### config.mk
export PLATFORM = sky130hd
export DESIGN_NAME = ram_access_arbiter
export DESIGN_NICKNAME = d
export VERILOG_FILES = /design/src/rtl/ram_arb_pkg.sv /design/src/rtl/rr_arbiter.sv /design/src/rtl/ram_access_arbiter.sv
export SDC_FILE = /design/constraint.sdc
export NUM_CORES = 1
export LEC_CHECK = 0
export ABC_AREA = 1
export CAP_MARGIN = 20
export CORE_ASPECT_RATIO = 1.2
export CORE_MARGIN = 2
export CORE_UTILIZATION = 33
export DETAILED_ROUTE_END_ITERATION = 10
export PLACE_DENSITY = 0.88
export SYNTH_ARGS = -nofsm -noshare
export SYNTH_HDL_FRONTEND = slang
export SYNTH_SLANG_ARGS = --single-unit
### constraint.sdc
create_clock -name clk -period 6.91 [get_ports clk]
set_input_delay 1.382 -clock clk [delete_from_list [all_inputs] [get_ports clk]]
set_output_delay 1.382 -clock clk [all_outputs]
set_load 0.01 [all_outputs]
### src/rtl/ram_arb_pkg.sv
// Shared constants and helpers for the scratch-RAM access arbiter.
// Packed client buses hold client i at bits [i*W +: W].
package ram_arb_pkg;

    localparam int RAM_RD_LATENCY = 2;

    function automatic int clog2(input int value);
        int r;
        r = 0;
        while ((1 << r) < value) r++;
        return r;
    endfunction

    // Width of a client index; a single client still gets a 1-bit ID.
    function automatic int id_width(input int n);
        return (clog2(n) < 1) ? 1 : clog2(n);
    endfunction

    function automatic int slice_lsb(input int idx, input int width);
        return idx * width;
    endfunction

endpackage

### src/rtl/rr_arbiter.sv
// Round-robin arbiter: the client after the last one granted gets top priority.
// The pointer only moves when the parent confirms the grant was used.
module rr_arbiter
    import ram_arb_pkg::*;
#(
    parameter int N = 4
) (
    input  logic         clk,
    input  logic         reset,
    input  logic [N-1:0] req,
    input  logic         advance,
    output logic [N-1:0] gnt
);

    localparam int PW = id_width(N);

    logic [PW-1:0] ptr;
    logic [PW-1:0] win_idx;
    logic [PW-1:0] idx;
    logic [PW:0]   sum;
    logic          found;

    always_comb begin
        gnt     = '0;
        win_idx = '0;
        found   = 1'b0;
        sum     = '0;
        idx     = '0;
        for (int k = 0; k < N; k++) begin
            sum = {1'b0, ptr} + (PW+1)'(k);
            if (sum >= (PW+1)'(N)) sum = sum - (PW+1)'(N);
            idx = sum[PW-1:0];
            if (!found && req[idx]) begin
                found    = 1'b1;
                gnt[idx] = 1'b1;
                win_idx  = idx;
            end
        end
    end

    always_ff @(posedge clk or negedge reset) begin
        if (!reset) begin
            ptr <= '0;
        end else if (advance && found) begin
            ptr <= (win_idx == PW'(N-1)) ? '0 : win_idx + 1'b1;
        end
    end

endmodule

### src/rtl/ram_access_arbiter.sv
// Shares one 1R/1W scratch RAM between NUM_RD readers and NUM_WR writers and
// returns read data tagged with the requester ID, aligned to the RAM latency.
module ram_access_arbiter
    import ram_arb_pkg::*;
#(
    parameter int NUM_RD     = 4,
    parameter int NUM_WR     = 2,
    parameter int DATA_WIDTH = 16,
    parameter int ADDR_WIDTH = 16,
    parameter int RD_ID_W    = id_width(NUM_RD)
) (
    input  logic                         clk,
    input  logic                         reset,
    input  logic [NUM_RD-1:0]            rd_req,
    input  logic [NUM_RD*ADDR_WIDTH-1:0] rd_addr,
    output logic [NUM_RD-1:0]            rd_gnt,
    input  logic [NUM_WR-1:0]            wr_req,
    input  logic [NUM_WR*ADDR_WIDTH-1:0] wr_addr,
    input  logic [NUM_WR*DATA_WIDTH-1:0] wr_data,
    output logic [NUM_WR-1:0]            wr_gnt,
    output logic                         rd_resp_valid,
    output logic [RD_ID_W-1:0]           rd_resp_id,
    output logic [DATA_WIDTH-1:0]        rd_resp_data,
    output logic                         ram_read_req,
    output logic [ADDR_WIDTH-1:0]        ram_read_addr,
    input  logic [DATA_WIDTH-1:0]        ram_read_data,
    output logic                         ram_write_req,
    output logic [ADDR_WIDTH-1:0]        ram_write_addr,
    output logic [DATA_WIDTH-1:0]        ram_write_data
);

    // Reset asserts asynchronously but releases on a clock edge.
    logic [1:0] rst_sync;
    logic       rst_int_n;

    always_ff @(posedge clk or negedge reset) begin
        if (!reset) rst_sync <= 2'b00;
        else        rst_sync <= {rst_sync[0], 1'b1};
    end
    assign rst_int_n = rst_sync[1];

    logic [NUM_RD-1:0]     rd_cand;
    logic [NUM_WR-1:0]     wr_cand;
    logic [ADDR_WIDTH-1:0] rd_cand_addr;
    logic [RD_ID_W-1:0]    rd_cand_id;
    logic [ADDR_WIDTH-1:0] wr_sel_addr;
    logic [DATA_WIDTH-1:0] wr_sel_data;
    logic                  hazard;
    logic                  rd_fire;
    logic                  wr_fire;

    rr_arbiter #(.N(NUM_RD)) u_rd_arb (
        .clk     (clk),
        .reset   (rst_int_n),
        .req     (rd_req),
        .advance (rd_fire),
        .gnt     (rd_cand)
    );

    rr_arbiter #(.N(NUM_WR)) u_wr_arb (
        .clk     (clk),
        .reset   (rst_int_n),
        .req     (wr_req),
        .advance (wr_fire),
        .gnt     (wr_cand)
    );

    always_comb begin
        rd_cand_addr = '0;
        rd_cand_id   = '0;
        for (int i = 0; i < NUM_RD; i++) begin
            if (rd_cand[i]) begin
                rd_cand_addr = rd_cand_addr | rd_addr[slice_lsb(i, ADDR_WIDTH) +: ADDR_WIDTH];
                rd_cand_id   = RD_ID_W'(i);
            end
        end
    end

    always_comb begin
        wr_sel_addr = '0;
        wr_sel_data = '0;
        for (int j = 0; j < NUM_WR; j++) begin
            if (wr_cand[j]) begin
                wr_sel_addr = wr_sel_addr | wr_addr[slice_lsb(j, ADDR_WIDTH) +: ADDR_WIDTH];
                wr_sel_data = wr_sel_data | wr_data[slice_lsb(j, DATA_WIDTH) +: DATA_WIDTH];
            end
        end
    end

    // A same-cycle read of the address being written would see stale data,
    // so the read waits one cycle and its pointer stays put.
    assign hazard  = (|rd_cand) && (|wr_cand) && (rd_cand_addr == wr_sel_addr);
    assign rd_gnt  = hazard ? '0 : rd_cand;
    assign wr_gnt  = wr_cand;
    assign rd_fire = |rd_gnt;
    assign wr_fire = |wr_gnt;

    assign ram_read_req   = rd_fire;
    assign ram_read_addr  = hazard ? '0 : rd_cand_addr;
    assign ram_write_req  = wr_fire;
    assign ram_write_addr = wr_sel_addr;
    assign ram_write_data = wr_sel_data;

    logic [RAM_RD_LATENCY-1:0]              pipe_vld;
    logic [RAM_RD_LATENCY-1:0][RD_ID_W-1:0] pipe_id;

    always_ff @(posedge clk or negedge rst_int_n) begin
        if (!rst_int_n) begin
            pipe_vld <= '0;
            pipe_id  <= '0;
        end else begin
            pipe_vld[0] <= rd_fire;
            pipe_id[0]  <= rd_cand_id;
            for (int k = 1; k < RAM_RD_LATENCY; k++) begin
                pipe_vld[k] <= pipe_vld[k-1];
                pipe_id[k]  <= pipe_id[k-1];
            end
        end
    end

    assign rd_resp_valid = pipe_vld[RAM_RD_LATENCY-1];
    assign rd_resp_id    = pipe_id[RAM_RD_LATENCY-1];
    assign rd_resp_data  = ram_read_data;

endmodule
==> metrics.md <==
| Metric | Value |
|---|---|
| Result of the run | `finished clean` |
| Tightest Pin Transition | `0.728 ns` |
| Core area | `0.00685 sq mm` |
| Post-CTS repair timing setup buffer count | `0` |
| Detailed-router iteration count before antenna repair | `5` |
| Worst Hold Class | `reg -> async` |
| Starting density of the core | `0.343` |
| Final critical delay including setup and external delays | `6.14 ns` |
| Critical Path End Type | `primary output` |
| LEAKAGE | `1.98 nW` |
| Clock network power share | `0.029` |
| RSZ-0062 raised after global routing | `no` |
| Worst-case clock skew | `roughly 0.0033 ns` |
| Highest signal layer in the routed design | `met4` |
| Worst hold margin | `0.135 ns` |
| Count of yosys warnings during synthesis | `0` |
| CTS sink cnt | `11` |
| Pin count of the biggest net entering global routing | `19` |
| Fin Setup TNS | `0 ns` |
| Share of the yosys chip area belonging to registers | `0.117` |
| Residual DRC | `0` |
| Ports | `approximately 230` |
| Starting DRT DRC Count | `around 140` |
| Aggregate routed wire length | `between 9 and 10 mm` |
| Placement-stage cell area | `0.00419 sq mm` |
| DR WL/cell | `between 15 and 20 microns` |
| Worst rel slew slack | `0.509` |
| Cell area after layout | `approximately 0.0042 sq mm` |
| Category of cells accounting for the largest share of critical-path delay | `simple AND/OR/NAND/NOR gates` |
| Peak supply drop | `about 0.32 mV` |
| Internal power | `0.964 mW` |
| Area growth, synth to finish | `80.4%` |
| GRT Util Overall | `0.238` |
| Wire length of the first global-routing pass | `between 10 and 15 mm` |
| Routed wl met2 | `between 5 and 6 mm` |
| Switching power total | `1.13 mW` |
| Largest stage delay on the critical path | `between 0.5 and 0.6 ns` |
| Source-to-sink clock delay at the later pin of the worst-skew pair | `between 0.2 and 0.25 ns` |
| Count of input and output buffers | `between 150 and 200` |
| Max clock buf depth | `2` |
| Diode count | `0` |
| CTS Buf Count | `3` |
| Number of pins exceeding their max-slew limit in the final report | `0` |
| Required time of the critical path | `5.53 ns` |
| Timing-limited maximum frequency | `approximately 160 MHz` |
| Largest driver fanout on the critical path | `17` |
| Seq pwr share | `0.056` |
| Row Count | `33` |
| Post-cts sizing count | `0` |
| Cell at the slowest stage of the critical path | `clkdlybuf4s50_1` |
| Number of max-capacitance violations reported | `0` |
| Synthesized instance count | `approximately 390` |
| Global route overflow | `0` |
| Post-synthesis net count | `approximately 550` |
| Synthesized area per cell | `approximately 6.1 sq um` |
| Logic gate share of total power | `0.915` |
| Wire length the detailed router placed on met1 | `3.85 mm` |
| Die Footprint | `about 0.0078 sq mm` |
| Power per cell area | `between 400 and 500 mW/mm^2` |
| Final setup vio count | `0` |
| Final critical-path setup slack | `0.771 ns` |
| Type of element launching the critical path | `input port` |
| Final period util | `0.888` |
| Number of library cell types mapped by synthesis | `33` |
| Met3 layer wire length in the routed design | `slightly above 700 microns` |
| Switching share of total power | `0.541` |
| Number of vias after detailed routing | `3,193` |
| Number of global-route vias before repair | `3,065` |
| GPL Wtd Cong | `1.09` |
| Post-synthesis instance area | `about 0.0023 sq mm` |
| Total buffers and inverters traversed by the critical path | `4` |
| CTS tree | `built` |
| Final net count | `roughly 720` |
| Detailed-placement wirelength estimate | `8.29 mm` |
| Reg2reg setup slack | `around 3.5 ns` |
| Die H | `96.4 microns` |
| Cells along the critical path | `clkdlybuf4s50_1 > inv_1 > nand2_1 > nand3_2 > nand2_4 > nor2_4 > a21boi_2 > nand3_2 > nand2_1 > nand2_1 > nor2_2 > xor2_1 > nand4_1 > nor2_1 > nand3_1 > nor2_2 > buf_4 > nor2_2 > clkdlybuf4s50_1` |
| Number of nets with antenna violations after detailed routing | `0` |
| Number of hold-slack violations in the final timing report | `0` |
| Count of hold buffers inserted by post-cts repair | `0` |
| Endpoint arrival time on the critical path | `between 4 and 5 ns` |
| Count of state elements after synthesis | `11` |
| Number of antenna violations at the first check in global routing | `0` |
| Placement Setup Slack | `roughly 0.81 ns` |
| Root Buffer | `clkbuf_8` |
| H-Tree Depth | `1` |
| Die extent in x | `just over 80 microns` |
| Clock Pin Slew Worst Setup and Hold Paths | `0.05 ns` |
| Via density per instance | `about 5` |
| Ratio of cells with drive above 1 in the final layout | `0.0930` |
| Worst setup path class | `in -> out` |
## routing by layer
metal	up-vias	GRT usage
li1	1583	-
met1	1431	0.294
met2	153	0.424
met3	26	0.0381
met4	0	0.0650
met5	-	0
## through the flow
| stage | power [mW] | utilization | cells |
|---|---|---|---|
| after floorplan | 1.35 | - | 388 |
| after global placement | 1.99 | 0.612 | 642 |
| after detailed placement | 2.03 | 0.612 | 642 |
| after CTS | 2.10 | 0.618 | 646 |
| after global routing | 2.30 | 0.618 | 646 |
| final | 2.10 | 0.618 | 646 |
## synthesized netlist by cell type
library cell / number / area (sq um)
nand2_2: 3 / 18.8
nor2_1: 27 / 101
or2_2: 1 / 6.26
clkbuf_1: 5 / 18.8
nand3_1: 9 / 45.0
ha_1: 6 / 75.1
nand3_2: 4 / 40.0
conb_1: 1 / 3.75
a21boi_2: 2 / 22.5
o21bai_1: 9 / 67.6
nor3b_2: 1 / 12.5
a22o_1: 28 / 245
nor3_1: 1 / 5.00
a21oi_4: 2 / 32.5
dfrtp_1: 11 / 275
o211a_1: 1 / 10.0
buf_6: 7 / 78.8
nor2_2: 24 / 150
nor2_4: 2 / 22.5
inv_1: 26 / 97.6
o21ai_0: 7 / 35.0
nor3_2: 1 / 10.0
buf_4: 18 / 135
nand3_4: 2 / 35.0
a21oi_1: 1 / 5.00
xor2_1: 6 / 52.6
a21boi_0: 2 / 15.0
buf_1: 1 / 3.75
nand2_1: 163 / 612
o22ai_1: 5 / 31.3
nand2_4: 2 / 22.5
inv_4: 1 / 6.26
nand4_1: 9 / 56.3
## path summary, 6_finish.rpt
kind,startpoint,cells after the start,endpoint
min reg2reg,rst_sync[1],0,rd_resp_id[1]
max,rd_req[3],19,ram_read_addr[3]
min,rst_sync[1],0,rd_resp_id[1]
max in group asynchronous,reset,1,rst_sync[0]
max reg2reg,flip-flop,20,u_rd_arb.ptr[1]
min in group clk,pipe_id[1],0,rd_resp_id[1]
## worst register-to-register path: stages, from the launching register on
cell and delay [ns]:
dfrtp_1 0.61, inv_4 0.13, ha_1 0.40, inv_1 0.13, nand3_1 0.10, nand2_2 0.10
nor2_4 0.08, a21boi_2 0.16, nand3_2 0.33, nand2_1 0.15, nand2_1 0.06, nor2_1 0.40
nand2_1 0.08, o21ai_0 0.09, nor2_1 0.07, nand2_1 0.06, nor2_1 0.04, nand2_1 0.09
nand2_1 0.11, nand2_1 0.07, o21ai_0 0.08
## cell usage in the layout, fill, tap and decap left out, drive strengths merged, types with 4 or more instances in the layout
| master | instances |
|---|---|
| o21ai | 7 |
| dfrtp | 11 |
| a22o | 28 |
| nand2 | 168 |
| clkbuf | 4 |
| xor2 | 6 |
| o22ai | 5 |
| buf | 4 |
| nand3 | 15 |
| inv | 27 |
| nand4 | 9 |
| o21bai | 9 |
| a21boi | 4 |
| clkdlybuf4s50 | 194 |
| nor2 | 53 |
| ha | 6 |
## power by group through the flow
stage / registers [mW] / clock network (mW) / logic, mW
global route: 0.120 / 0.0644 / 2.11
global placement: 0.117 / 0 / 1.88
finish: 0.117 / 0.0609 / 1.92
floorplan: 0.108 / 0 / 1.24
CTS: 0.116 / 0.0624 / 1.92
detailed placement: 0.117 / 0 / 1.91
## layout make-up
cell class / count / area [sq um]
fillers: 627 / 2620
repair buffers: 198 / 1970
multi-input cells: 319 / 1730
flip-flops and latches: 11 / 275
well taps: 87 / 109
inverters: 27 / 104
clock buffers: 4 / 45.0
## kinds of logic after synthesis
kind of cell | count (synthesis) | synth area share
AOI/OAI and AO/OA | 57 | 0.198
xor gates and xnor gates | 6 | 0.0224
adders and majority gates | 6 | 0.0320
buffers and inverters | 58 | 0.145
DFF | 11 | 0.117
other | 1 | 0.00160
and+or+nand+nor | 249 | 0.484
(Power assumes the default switching activity.)
